## config.mk

```make
export PLATFORM = sky130hd
export DESIGN_NAME = fifo_sp_sched
export DESIGN_NICKNAME = d
export VERILOG_FILES = /design/src/rtl/fifo_sp_sched_pkg.sv /design/src/rtl/gen_rr_arb2.sv /design/src/rtl/fifo_sp_sched.sv
export SDC_FILE = /design/constraint.sdc
export NUM_CORES = 1
export LEC_CHECK = 0
export CORE_MARGIN = 4
export CORE_UTILIZATION = 43
export DETAILED_ROUTE_END_ITERATION = 12
export PLACE_DENSITY = 0.78
export RECOVER_POWER = 100
export SLEW_MARGIN = 15
export SYNTH_ARGS = -nofsm -noshare
export SYNTH_HDL_FRONTEND = slang
export SYNTH_HIERARCHICAL = 1
export SYNTH_SLANG_ARGS = --single-unit
```

## constraint.sdc

```tcl
create_clock -name clk -period 2.9 [get_ports clk]
set_input_delay 0.58 -clock clk [delete_from_list [all_inputs] [get_ports clk]]
set_output_delay 0.58 -clock clk [all_outputs]
set_load 0.005 [all_outputs]
```

## src/rtl/fifo_sp_sched_pkg.sv

```systemverilog
// Shared types for the single-port-memory FIFO scheduler: arbiter state and
// request/grant bit positions used between the top level and the arbiter.
package fifo_sp_sched_pkg;

    typedef enum logic {
        LAST_PUSH = 1'b0,
        LAST_POP  = 1'b1
    } arb_state_e;

    localparam int unsigned REQ_PUSH = 0;
    localparam int unsigned REQ_POP  = 1;

endpackage

```

## src/rtl/gen_rr_arb2.sv

```systemverilog
// Two-requester round-robin arbiter with a one-hot grant; the requester that
// did not win last time gets priority when both ask in the same cycle.
module gen_rr_arb2
    import fifo_sp_sched_pkg::*;
(
    input  logic       clk,
    input  logic       rst_n,
    input  logic       clr,
    input  logic [1:0] req,
    output logic [1:0] gnt
);

    arb_state_e state;
    arb_state_e state_nxt;

    always_ff @(posedge clk or negedge rst_n) begin
        if (!rst_n) begin
            state <= LAST_POP;
        end else begin
            state <= state_nxt;
        end
    end

    always_comb begin
        state_nxt = state;
        if (clr) begin
            state_nxt = LAST_POP;
        end else if (gnt[REQ_PUSH]) begin
            state_nxt = LAST_PUSH;
        end else if (gnt[REQ_POP]) begin
            state_nxt = LAST_POP;
        end
    end

    // clr blocks every grant so the clear cycle never touches the memory
    always_comb begin
        gnt = 2'b00;
        if (!clr) begin
            if (req[REQ_PUSH] && req[REQ_POP]) begin
                if (state == LAST_POP) begin
                    gnt[REQ_PUSH] = 1'b1;
                end else begin
                    gnt[REQ_POP] = 1'b1;
                end
            end else begin
                gnt = req;
            end
        end
    end

endmodule

```

## src/rtl/fifo_sp_sched.sv

```systemverilog
// FIFO built on an external single-port memory: push and pop share the one
// memory port through a round-robin arbiter, read data returns a cycle later.
module fifo_sp_sched
    import fifo_sp_sched_pkg::*;
#(
    parameter  int DEPTH = 8,
    parameter  int DAT_W = 4,
    localparam int ADD_W = $clog2(DEPTH),
    localparam int CNT_W = ADD_W + 1
) (
    input  logic             clk,
    input  logic             rst_n,
    input  logic             clr,
    input  logic             push_req,
    input  logic [DAT_W-1:0] push_dat,
    output logic             push_gnt,
    input  logic             pop_req,
    output logic             pop_gnt,
    output logic             pop_vld,
    output logic [DAT_W-1:0] pop_dat,
    output logic             mem_cs,
    output logic             mem_wen,
    output logic [ADD_W-1:0] mem_add,
    output logic [DAT_W-1:0] mem_dat_in,
    input  logic [DAT_W-1:0] mem_dat_out,
    output logic [CNT_W-1:0] sts_count,
    output logic             sts_full,
    output logic             sts_empty
);

    logic             push_ok;
    logic             pop_ok;
    logic [1:0]       arb_req;
    logic [1:0]       arb_gnt;
    logic [ADD_W-1:0] wr_ptr;
    logic [ADD_W-1:0] rd_ptr;
    logic             vld_p1;
    logic [DAT_W-1:0] dat_hold;

    // DEPTH need not be a power of two, so wrap explicitly
    function automatic logic [ADD_W-1:0] ptr_inc(input logic [ADD_W-1:0] ptr);
        if (ptr == ADD_W'(DEPTH - 1)) begin
            return '0;
        end
        return ptr + 1'b1;
    endfunction

    assign sts_full  = (sts_count == CNT_W'(DEPTH));
    assign sts_empty = (sts_count == '0);

    assign push_ok = push_req && !sts_full;
    assign pop_ok  = pop_req && !sts_empty;

    always_comb begin
        arb_req          = 2'b00;
        arb_req[REQ_PUSH] = push_ok;
        arb_req[REQ_POP]  = pop_ok;
    end

    gen_rr_arb2 u_arb (
        .clk   (clk),
        .rst_n (rst_n),
        .clr   (clr),
        .req   (arb_req),
        .gnt   (arb_gnt)
    );

    assign push_gnt = arb_gnt[REQ_PUSH];
    assign pop_gnt  = arb_gnt[REQ_POP];

    always_comb begin
        mem_cs     = push_gnt || pop_gnt;
        mem_wen    = push_gnt;
        mem_add    = push_gnt ? wr_ptr : rd_ptr;
        mem_dat_in = push_dat;
    end

    always_ff @(posedge clk or negedge rst_n) begin
        if (!rst_n) begin
            wr_ptr    <= '0;
            rd_ptr    <= '0;
            sts_count <= '0;
        end else if (clr) begin
            wr_ptr    <= '0;
            rd_ptr    <= '0;
            sts_count <= '0;
        end else begin
            if (push_gnt) begin
                wr_ptr    <= ptr_inc(wr_ptr);
                sts_count <= sts_count + 1'b1;
            end
            if (pop_gnt) begin
                rd_ptr    <= ptr_inc(rd_ptr);
                sts_count <= sts_count - 1'b1;
            end
        end
    end

    // p1: memory read data returns; a read granted just before clr still lands
    always_ff @(posedge clk or negedge rst_n) begin
        if (!rst_n) begin
            vld_p1   <= 1'b0;
            dat_hold <= '0;
        end else begin
            vld_p1 <= pop_gnt;
            if (vld_p1) begin
                dat_hold <= mem_dat_out;
            end
        end
    end

    assign pop_vld = vld_p1;
    assign pop_dat = vld_p1 ? mem_dat_out : dat_hold;

endmodule

```

=== Yosys cells after proc, flatten, opt, wreduce, memory -nomap -nowiden ===
Cells that the tools add are included.

* Add/sub/neg operators: 4
* Eq/ne operators: 3
* Mux-type cells: 26
* Reduce and logical (&&, ||, !) cells: 10

{| class="wikitable"
|+ Operator list
! kind !! number
|-
| 3-bit 2-to-1 mux || 9
|-
| 4-bit 2-to-1 mux || 4
|-
| 1-bit 2-to-1 mux || 11
|-
| 3-bit by 1-bit adder with 3-bit output, second input constant || 2
|-
| 3-bit == test, second input constant || 2
|-
| 4-bit by 1-bit adder with 4-bit output, second input constant || 1
|-
| 4-bit == test, second input constant || 1
|-
| 4-bit logical NOT || 1
|-
| 2-bit 2-to-1 mux || 2
|-
| 2-bit nonzero test || 2
|-
| 4-bit by 1-bit subtractor with 4-bit output, second input constant || 1
|-
| 1-bit logical AND || 3
|-
| 3-bit nonzero test || 1
|-
| 1-bit logical NOT || 2
|-
| 1-bit logical OR || 1
|}

* Flip-flop bits (word level): 16
* Bits of input ports: 13
* Output and inout bits: 22
* Word-level logic and storage cells: 49

=== Logic depth before layout (Yosys ltp) ===
Gate-level depths: netlist of run 1.

* Word-level depth: 11
* Mapped depth: 10

=== Cells and area by module ===
Netlist of run 1, hierarchy kept.

{| class="wikitable"
|+ Modules (own cells, without submodules)
! module !! times used !! cells each !! area each (µm²)
|-
| fifo_sp_sched || 1 || 75 || 859.6
|-
| gen_rr_arb2 || 1 || 7 || 66.3
|}

=== Worst setup path after synthesis of run 1 ===
Ideal clock, no wire load.

* Path type: flip-flop to output port
* From: register sts_count[0]
* To: output port mem_add[0]
* Arrival: 1.980 ns
* Required time: 2.320 ns
* Slack: 0.340 ns
* Stages on the path, launching flop included: 7
* Path buffers: 1
* Cells stage by stage: dfrtp_1 > nor4_1 > nor2b_1 > nor2b_1 > nor3b_1 > buf_4 > mux2_1

* Longest elaborated chain between the ends: 7
* Elaborated cells on any way between the ends: 10

{| class="wikitable"
|+ RTL lines
! element !! line !! text
|-
| from (decl) || fifo_sp_sched.sv:26 || <nowiki>output logic [CNT_W-1:0] sts_count,</nowiki>
|-
| from (signal assigned) || fifo_sp_sched.sv:90 || <nowiki>sts_count <= sts_count + 1'b1;</nowiki>
|-
| from (signal assigned) || fifo_sp_sched.sv:94 || <nowiki>sts_count <= sts_count - 1'b1;</nowiki>
|-
| 4-bit logical NOT || fifo_sp_sched.sv:49 || <nowiki>assign sts_empty = (sts_count == '0);</nowiki>
|-
| net sts_empty || fifo_sp_sched.sv:28 || <nowiki>output logic sts_empty</nowiki>
|-
| 1-bit logical NOT || fifo_sp_sched.sv:52 || <nowiki>assign pop_ok = pop_req && !sts_empty;</nowiki>
|-
| 1-bit logical AND || fifo_sp_sched.sv:52 ||
|-
| net pop_ok || fifo_sp_sched.sv:32 || <nowiki>logic pop_ok;</nowiki>
|-
| 1-bit logical AND || gen_rr_arb2.sv:39 || <nowiki>if (req[REQ_PUSH] && req[REQ_POP]) begin</nowiki>
|-
| 2-bit 2-to-1 mux || gen_rr_arb2.sv:39 ||
|-
| 2-bit 2-to-1 mux || gen_rr_arb2.sv:38 || <nowiki>if (!clr) begin</nowiki>
|-
| net mem_wen || fifo_sp_sched.sv:22 || <nowiki>output logic mem_wen,</nowiki>
|-
| 3-bit 2-to-1 mux || fifo_sp_sched.sv:74 || <nowiki>mem_add = push_gnt ? wr_ptr : rd_ptr;</nowiki>
|-
| to (decl) || fifo_sp_sched.sv:23 || <nowiki>output logic [ADD_W-1:0] mem_add,</nowiki>
|}

The timed path passes the listed nets, and every way through them passes these cells.

=== Worst setup path after layout of run 1 ===
* From: input port pop_req
* To: output port mem_add[1]

* Longest elaborated chain between the ends: 5

{| class="wikitable"
|+ RTL lines
! element !! line !! text
|-
| from (decl) || fifo_sp_sched.sv:17 || <nowiki>input logic pop_req,</nowiki>
|-
| 1-bit logical AND || fifo_sp_sched.sv:52 ||
|-
| net pop_ok || fifo_sp_sched.sv:32 ||
|-
| 1-bit logical AND || gen_rr_arb2.sv:39 ||
|-
| 2-bit 2-to-1 mux || gen_rr_arb2.sv:39 ||
|-
| 2-bit 2-to-1 mux || gen_rr_arb2.sv:38 ||
|-
| 3-bit 2-to-1 mux || fifo_sp_sched.sv:74 ||
|}

The timed path passes the listed nets, and every way through them passes these cells.

==> metrics.yaml, run 1 <==
yosys:
  avgSynthCellArea_sq_um: 11.3
  ys_ff_latch: 16
  synthDistinctLibCells: 30
  synth_largest_area_cell: "dfrtp_1"
  synth.yosys.warnings: 6
  synth_top_area_share: 0.405
  synth_area_leaders: "dfrtp_1, ha_1, mux2i_1, buf_4, mux2_2"
  syn_inst: 82
  syn_nets: 102
  yosysSeqAreaShare: 0.434
  syn_area_sq_um: 926
clock_network:
  cts_buffers: 3
  clock-sinks: 16
  clk_pin_slew_ps: 80
  ctsHoldBuffers: 0
  worst_skew_pair.late_latency_ps: 290
  cts-htree-levels: 1
  clock_path_buffers: 2
  cts_tree: "done"
  clockRootBuffer: "clkbuf_4"
timing:
  setup_viol: 0
  layout_setup_ws_ps: 139
  period_needed_ps: 2760
  min_period_over_period: 0.952
  fmax_mhz: 362
  holdWs_ps: 496
  slew_violations: 0
  tightest_slew_ps: 707
  rsz0062_at_grt: "no"
  slew_headroom: 0.527
  finClkSkew_ps: 8.71
  hold_viol: 0
cells_and_area:
  n_fill_cell: 164
  multi_input_area_sq_um: 492
  seq_area_sq_um: 402
  area_growth_pct: 41.6
  final_nets: 137
  antennaDiodeCount: 0
  final_area_sq_um: 1310
  drive_gt1_frac: 0.181
power_and_ir_drop:
  power_density_nw_per_um2: 526
  total_power_mw: 0.690
  leakagePower_nw: 0.621
  peakVddDrop_mv: 0.335
  p_clk_frac: 0.210
  p_comb_frac: 0.376
  p_switching_mw: 0.193
  p_int_mw: 0.497
  swShare: 0.279
  seqPwrFrac: 0.414
floorplan:
  die_h_microns: 54.4
  start_util: 0.463
  die_area_sq_um: 2960
  design.core.area_sq_um: 2000
  rows: 16
  die_w_microns: 54.4
  io_pins: 35
grt:
  grt_pass1_vias: 782
  track_usage: 0.154
  grt_pass1_wl_mm: 3.31
  grt-ovfl-total: 0
  antenna_found_initial: 0
  grt_max_degree: 17
placed_design:
  hpwl_mm: 1.57
  dp_slack_ps: -153
  portBuffers: 26
  gp_congestion: 0.847
  placed_area_sq_um: 1240
setup_path:
  startpoint: "pop_req"
  cp_max_fo: 6
  cp.arrival_ps: 2180
  end_kind: "primary output"
  critical_path_buf_inv_count: 4
  rr_startpoint: "sts_count[0]"
  slowest_delay_ps: 390
  crit_required_ps: 2320
  critical_path_class: "in2out"
  cp_slowest_cell: "clkdlybuf4s50_1"
  critPathLaunchType: "primary input"
  path_cells: "clkdlybuf4s50_1, nor2b_2, nor2b_1, nor3b_2, buf_4, clkbuf_4, mux2_1, clkbuf_2"
  crit_family: "buffers and inverters"
drt:
  drc: 0
  viasPerCell: 5.01
  dr.pass1.iters: 3
  via_count: 716
  postRouteAntennaNets: 0
  wirelength_mm: 1.92
  drtIter0Drc: 8
  wl_per_cell_microns: 13.4
status:
  status: "finished clean"
worst_hold_path:
  min-delay-start: "dat_hold[2]"
  hp-class: "reg2reg"
flow_run:
  maxCapViolCount: 0
==> state kept, by name, indices dropped and copies added (netlist names) <==
signal       count
wr_ptr           3
pop_vld          1
u_arb/state      1
dat_hold         4
rd_ptr           3
sts_count        4
==> final timing paths <==
kind                                      to  slack, ps  cells past startpoint
worst max-delay path              mem_add[1]        140                      8
worst min-delay path             dat_hold[2]        500                      1
worst max register to register  sts_count[3]        440                     10
worst min register to register   dat_hold[2]        500                      1
max in group asynchronous          wr_ptr[0]       1670                      1
min in group asynchronous       sts_count[3]        780                      1
==> power groups by stage <==
| stage | sequential, mW | clock [mW] | combinational (mW) |
|---|---|---|---|
| 2_1_floorplan | 0.291 | 0 | 0.118 |
| 3_3_place_gp | 0.285 | 0 | 0.269 |
| 3_5_place_dp | 0.288 | 0 | 0.277 |
| 4_1_cts | 0.288 | 0.152 | 0.287 |
| 5_1_grt | 0.289 | 0.163 | 0.289 |
| 6_report | 0.286 | 0.145 | 0.260 |
==> worst reg2reg max path: cells and delay by family (launching register included) <==
kind | cells | cell delay, ps
AOI/OAI and AO/OA | 1 | 100
adders and majority gates | 1 | 250
buffers and inverters | 2 | 370
DFF | 1 | 410
and+or+nand+nor | 6 | 1220
==> Yosys cell counts <==
| cell | n |
|---|---|
| inv_1 | 1 |
| dfstp_2 | 1 |
| buf_6 | 1 |
| nor2_1 | 9 |
| a21o_1 | 1 |
| and3b_1 | 1 |
| nor3b_1 | 3 |
| nor2b_1 | 3 |
| nand2b_1 | 1 |
| dfrtp_1 | 15 |
| a21oi_1 | 3 |
| or2_1 | 2 |
| or3b_1 | 1 |
| nand2_1 | 1 |
| mux2_2 | 4 |
| ha_1 | 6 |
| buf_4 | 6 |
| fa_1 | 1 |
| mux2_1 | 3 |
| nand3_1 | 1 |
| a2111oi_0 | 1 |
| xnor2_1 | 3 |
| or4b_1 | 1 |
| nor4_1 | 2 |
| mux2i_1 | 5 |
| a211oi_1 | 1 |
| nand3b_1 | 1 |
| and2b_1 | 1 |
| o211ai_1 | 1 |
| buf_2 | 2 |
==> routing by layer <==
layer,track usage,wire (microns),part of all wire
met1,0.162,729,0.38
met2,0.289,1010,0.53
met3,0.0681,162,0.085
met4,0.0166,9,0.0047
met5,0,0,0
==> cell type report <==
type | instances | share of cell area
clock buffer | 4 | 0.0277
sequential | 16 | 0.306
timing repair buffer | 39 | 0.262
inverter | 1 | 0.00286
multi-input combinational | 56 | 0.375
tap | 27 | 0.0258
==> repair_timing <==
item                       in CTS  in global routing
gates resized for setup         8                  7
setup endpoints to repair       4                  4
setup buffers                   1                  1
pin swaps                       0                  2
==> layout by cell type (no fill, tap or decap), types with 2 or more instances in the layout <==
| cell | Yosys | layout |
|---|---|---|
| dfrtp_1 | 15 | 15 |
| nor2b_1 | 3 | 2 |
| clkbuf_1 | 0 | 3 |
| mux2_1 | 3 | 6 |
| nor4_4 | 0 | 2 |
| clkdlybuf4s15_1 | 0 | 2 |
| xnor2_1 | 3 | 3 |
| buf_4 | 6 | 7 |
| ha_1 | 6 | 6 |
| mux2i_1 | 5 | 5 |
| clkdlybuf4s50_1 | 0 | 12 |
| a21oi_1 | 3 | 3 |
| dlygate4sd3_1 | 0 | 10 |
| clkbuf_4 | 0 | 6 |
| nor3b_1 | 3 | 2 |
| nor2_1 | 9 | 9 |
==> stage by stage <==
| stage | TNS (ps) | utilization | std cells |
|---|---|---|---|
| global route | 0 | 0.655 | 143 |
| finish | 0 | 0.655 | 143 |
| global placement | -443 | 0.618 | 137 |
| floorplan | 0 | - | 82 |
| CTS | 0 | 0.651 | 142 |
| detailed placement | -419 | 0.618 | 137 |
==> kinds of logic (layout without fill, tap and decap cells) <==
logic type | after synthesis | in the layout | share of synthesized area
AOI/OAI and AO/OA | 7 | 7 | 0.0500
xor gates and xnor gates | 3 | 3 | 0.0284
adders and majority gates | 7 | 7 | 0.103
buffers and inverters | 10 | 44 | 0.0757
and+or+nand+nor | 27 | 27 | 0.170
muxes | 12 | 12 | 0.139
DFF | 16 | 16 | 0.434
Note: power is estimated with default switching activity, not from simulation.
==> inputs of run 2 (changes only) <==
--- a/config.mk
+++ b/config.mk
@@ -10,6 +10,7 @@
 export DETAILED_ROUTE_END_ITERATION = 12
 export PLACE_DENSITY = 0.78
 export RECOVER_POWER = 100
+export REMOVE_ABC_BUFFERS = 1
 export SLEW_MARGIN = 15
 export SYNTH_ARGS = -nofsm -noshare
 export SYNTH_HDL_FRONTEND = slang
==> metrics.yaml, run 2 (synthesized netlist as in run 1, its figures left out) <==
grt:
  grt_pass1_wl_mm: 3.08  # -6.9%
  grt_pass1_vias: 744  # -4.9%
  grt-ovfl-total: 0  # unchanged
  antenna_found_initial: 0  # unchanged
  grt_max_degree: 17  # unchanged
  track_usage: 0.147  # -0.00734
power_and_ir_drop:
  total_power_mw: 0.693  # +0.43%
  power_density_nw_per_um2: 517  # -1.8%
  peakVddDrop_mv: 0.339  # +1.0%
  leakagePower_nw: 0.630  # +1.4%
drt:
  dr.pass1.iters: 4  # +1
  drtIter0Drc: 1  # -7
  drc: 0  # unchanged
  via_count: 737  # +2.9%
  viasPerCell: 5.05  # +0.82%
  wl_per_cell_microns: 13.9  # +4.0%
  postRouteAntennaNets: 0  # unchanged
  wirelength_mm: 2.03  # +6.2%
cells_and_area:
  fin_cells: 146  # +2.1%
  multi_input_area_sq_um: 495  # +0.76%
  n_fill_cell: 159  # -3.0%
  reg.largest.list: "dat_hold x4, sts_count x4"
  layout_commonest_cell: "clkdlybuf4s50_1"
  fin_util: 0.670  # +0.0150
  final_cell_mix: "clkdlybuf4s50_1, buf_4, dfrtp_1"
  seq_area_sq_um: 403  # +0.31%
  drive_gt1_frac: 0.227  # +0.0459
  antennaDiodeCount: 0  # unchanged
  final_area_sq_um: 1340  # +2.3%
  area_growth_pct: 44.9
  final_nets: 140  # +2.2%
floorplan:
  design.core.area_sq_um: 2000  # unchanged
  start_util: 0.463  # unchanged
  die_w_microns: 54.4  # unchanged
  rows: 16  # unchanged
  io_pins: 35  # unchanged
  die_area_sq_um: 2960  # unchanged
  die_h_microns: 54.4  # unchanged
setup_path:
  cp_slowest_cell: "clkdlybuf4s50_1"
  cp_max_fo: 5  # -1
  critical_path_class: "in2out"
  slowest_delay_ps: 450  # +60 ps
  end_kind: "primary output"
  cp.arrival_ps: 2260  # +80 ps
  crit_family: "buffers and inverters"
  crit_required_ps: 2320  # about the same
  critPathLaunchType: "primary input"
  cp_common_cell: "clkdlybuf4s50_1"
  path_cells: "clkdlybuf4s50_1, nor2b_2, nor2b_1, nor3b_2, buf_4, or2_1, clkdlybuf4s50_1"
  critical_path_buf_inv_count: 3  # -1
placed_design:
  gp_congestion: 0.761  # -10%
  hpwl_mm: 1.60  # +2.4%
  portBuffers: 26  # unchanged
  dp_slack_ps: -80.2  # +72.7 ps
  post-place-cells: 139  # +1.5%
  placed_area_sq_um: 1250  # +1.2%
timing:
  layout_setup_ws_ps: 61.3  # -77.6 ps
  period_needed_ps: 2840  # +77.6 ps
  slew_headroom: 0.533  # +0.00626
  tightest_slew_ps: 698  # -9.35 ps
  hold_viol: 0  # unchanged
  setup_viol: 0  # unchanged
  fmax_mhz: 352  # -2.7%
  finClkSkew_ps: 0.383  # -8.32 ps
  min_period_over_period: 0.979  # +0.0268
  slew_violations: 0  # unchanged
clock_network:
  cts_tree: "done"
  worst_skew_pair.late_latency_ps: 280  # about the same
  cts-htree-levels: 1  # unchanged
  cts_buffers: 3  # unchanged
  clock-sinks: 16  # unchanged
  clockRootBuffer: "clkbuf_4"
  clock_path_buffers: 2  # unchanged
  clk_pin_slew_ps: 90  # about the same
  ctsHoldBuffers: 0  # unchanged
status:
  status: "finished clean"
worst_hold_path:
  hp-class: "reg2reg"
flow_run:
  maxCapViolCount: 0  # unchanged
==> run 2: cell count changes in the layout (fill, tap and decap cells not counted), moves of 2 or more <==
cell             change
dlygate4sd3_1        -7
clkbuf_4             -3
clkbuf_1             -2
clkdlybuf4s50_1      +8
buf_4                +9
==> run 2: final timing paths <==
| path | startpoint | to | slack, ps | cells after the start |
|---|---|---|---|---|
| setup / recovery | pop_req | mem_cs | 60 | 7 |
| hold / removal | dat_hold[3] | dat_hold[3] | 490 | 1 |
| setup reg to reg | sts_count[2] | sts_count[3] | 330 | 11 |
| hold reg to reg | dat_hold[3] | dat_hold[3] | 490 | 1 |
| max in group asynchronous | rst_n | sts_count[3] | 1640 | 1 |
| min in group asynchronous | rst_n | dat_hold[1] | 780 | 1 |
==> run 2: layer usage <==
| layer | GRT usage | part of all wire | vias to the layer above | routed length (microns) |
|---|---|---|---|---|
| met5 | 0 | 0 | - | 0 |
| li1 | - | - | 355 | - |
| met4 | 0.0747 | 0.024 | 0 | 48 |
| met1 | 0.161 | 0.40 | 355 | 812 |
| met2 | 0.257 | 0.52 | 21 | 1060 |
| met3 | 0.0409 | 0.055 | 6 | 112 |
==> run 2: area by class of cell <==
cell class	count	area share
well taps	27	0.0252
multi-input cells	56	0.369
flip-flops and latches	16	0.300
repair buffers	42	0.283
clock buffers	4	0.0196
inverters	1	0.00280
==> run 2: metrics by stage <==
| stage | setup TNS, ps | hold WS [ps] |
|---|---|---|
| after CTS | -29.7 | 513 |
| final | 0 | 491 |
| after global routing | -7.74 | 516 |
| after global placement | -172 | 480 |
| after floorplan | -377 | 284 |
| after detailed placement | -212 | 491 |
==> run 2: power by group <==
group / leakage, nW / total [mW] / switching, mW / internal [mW]
Sequential: 0.208 / 0.291 / 0.0260 / 0.265
Clock: 0.0150 / 0.123 / 0.0696 / 0.0533
Combinational: 0.407 / 0.279 / 0.102 / 0.177
Total: 0.630 / 0.693 / 0.197 / 0.496
==> run 2: timing repair <==
action,4_1_cts,5_1_grt
buffers inserted,2,1
gates resized for setup,7,8
endpoints found under the setup margin,6,6
pin swaps,1,1
hold endpoints to repair,0,0
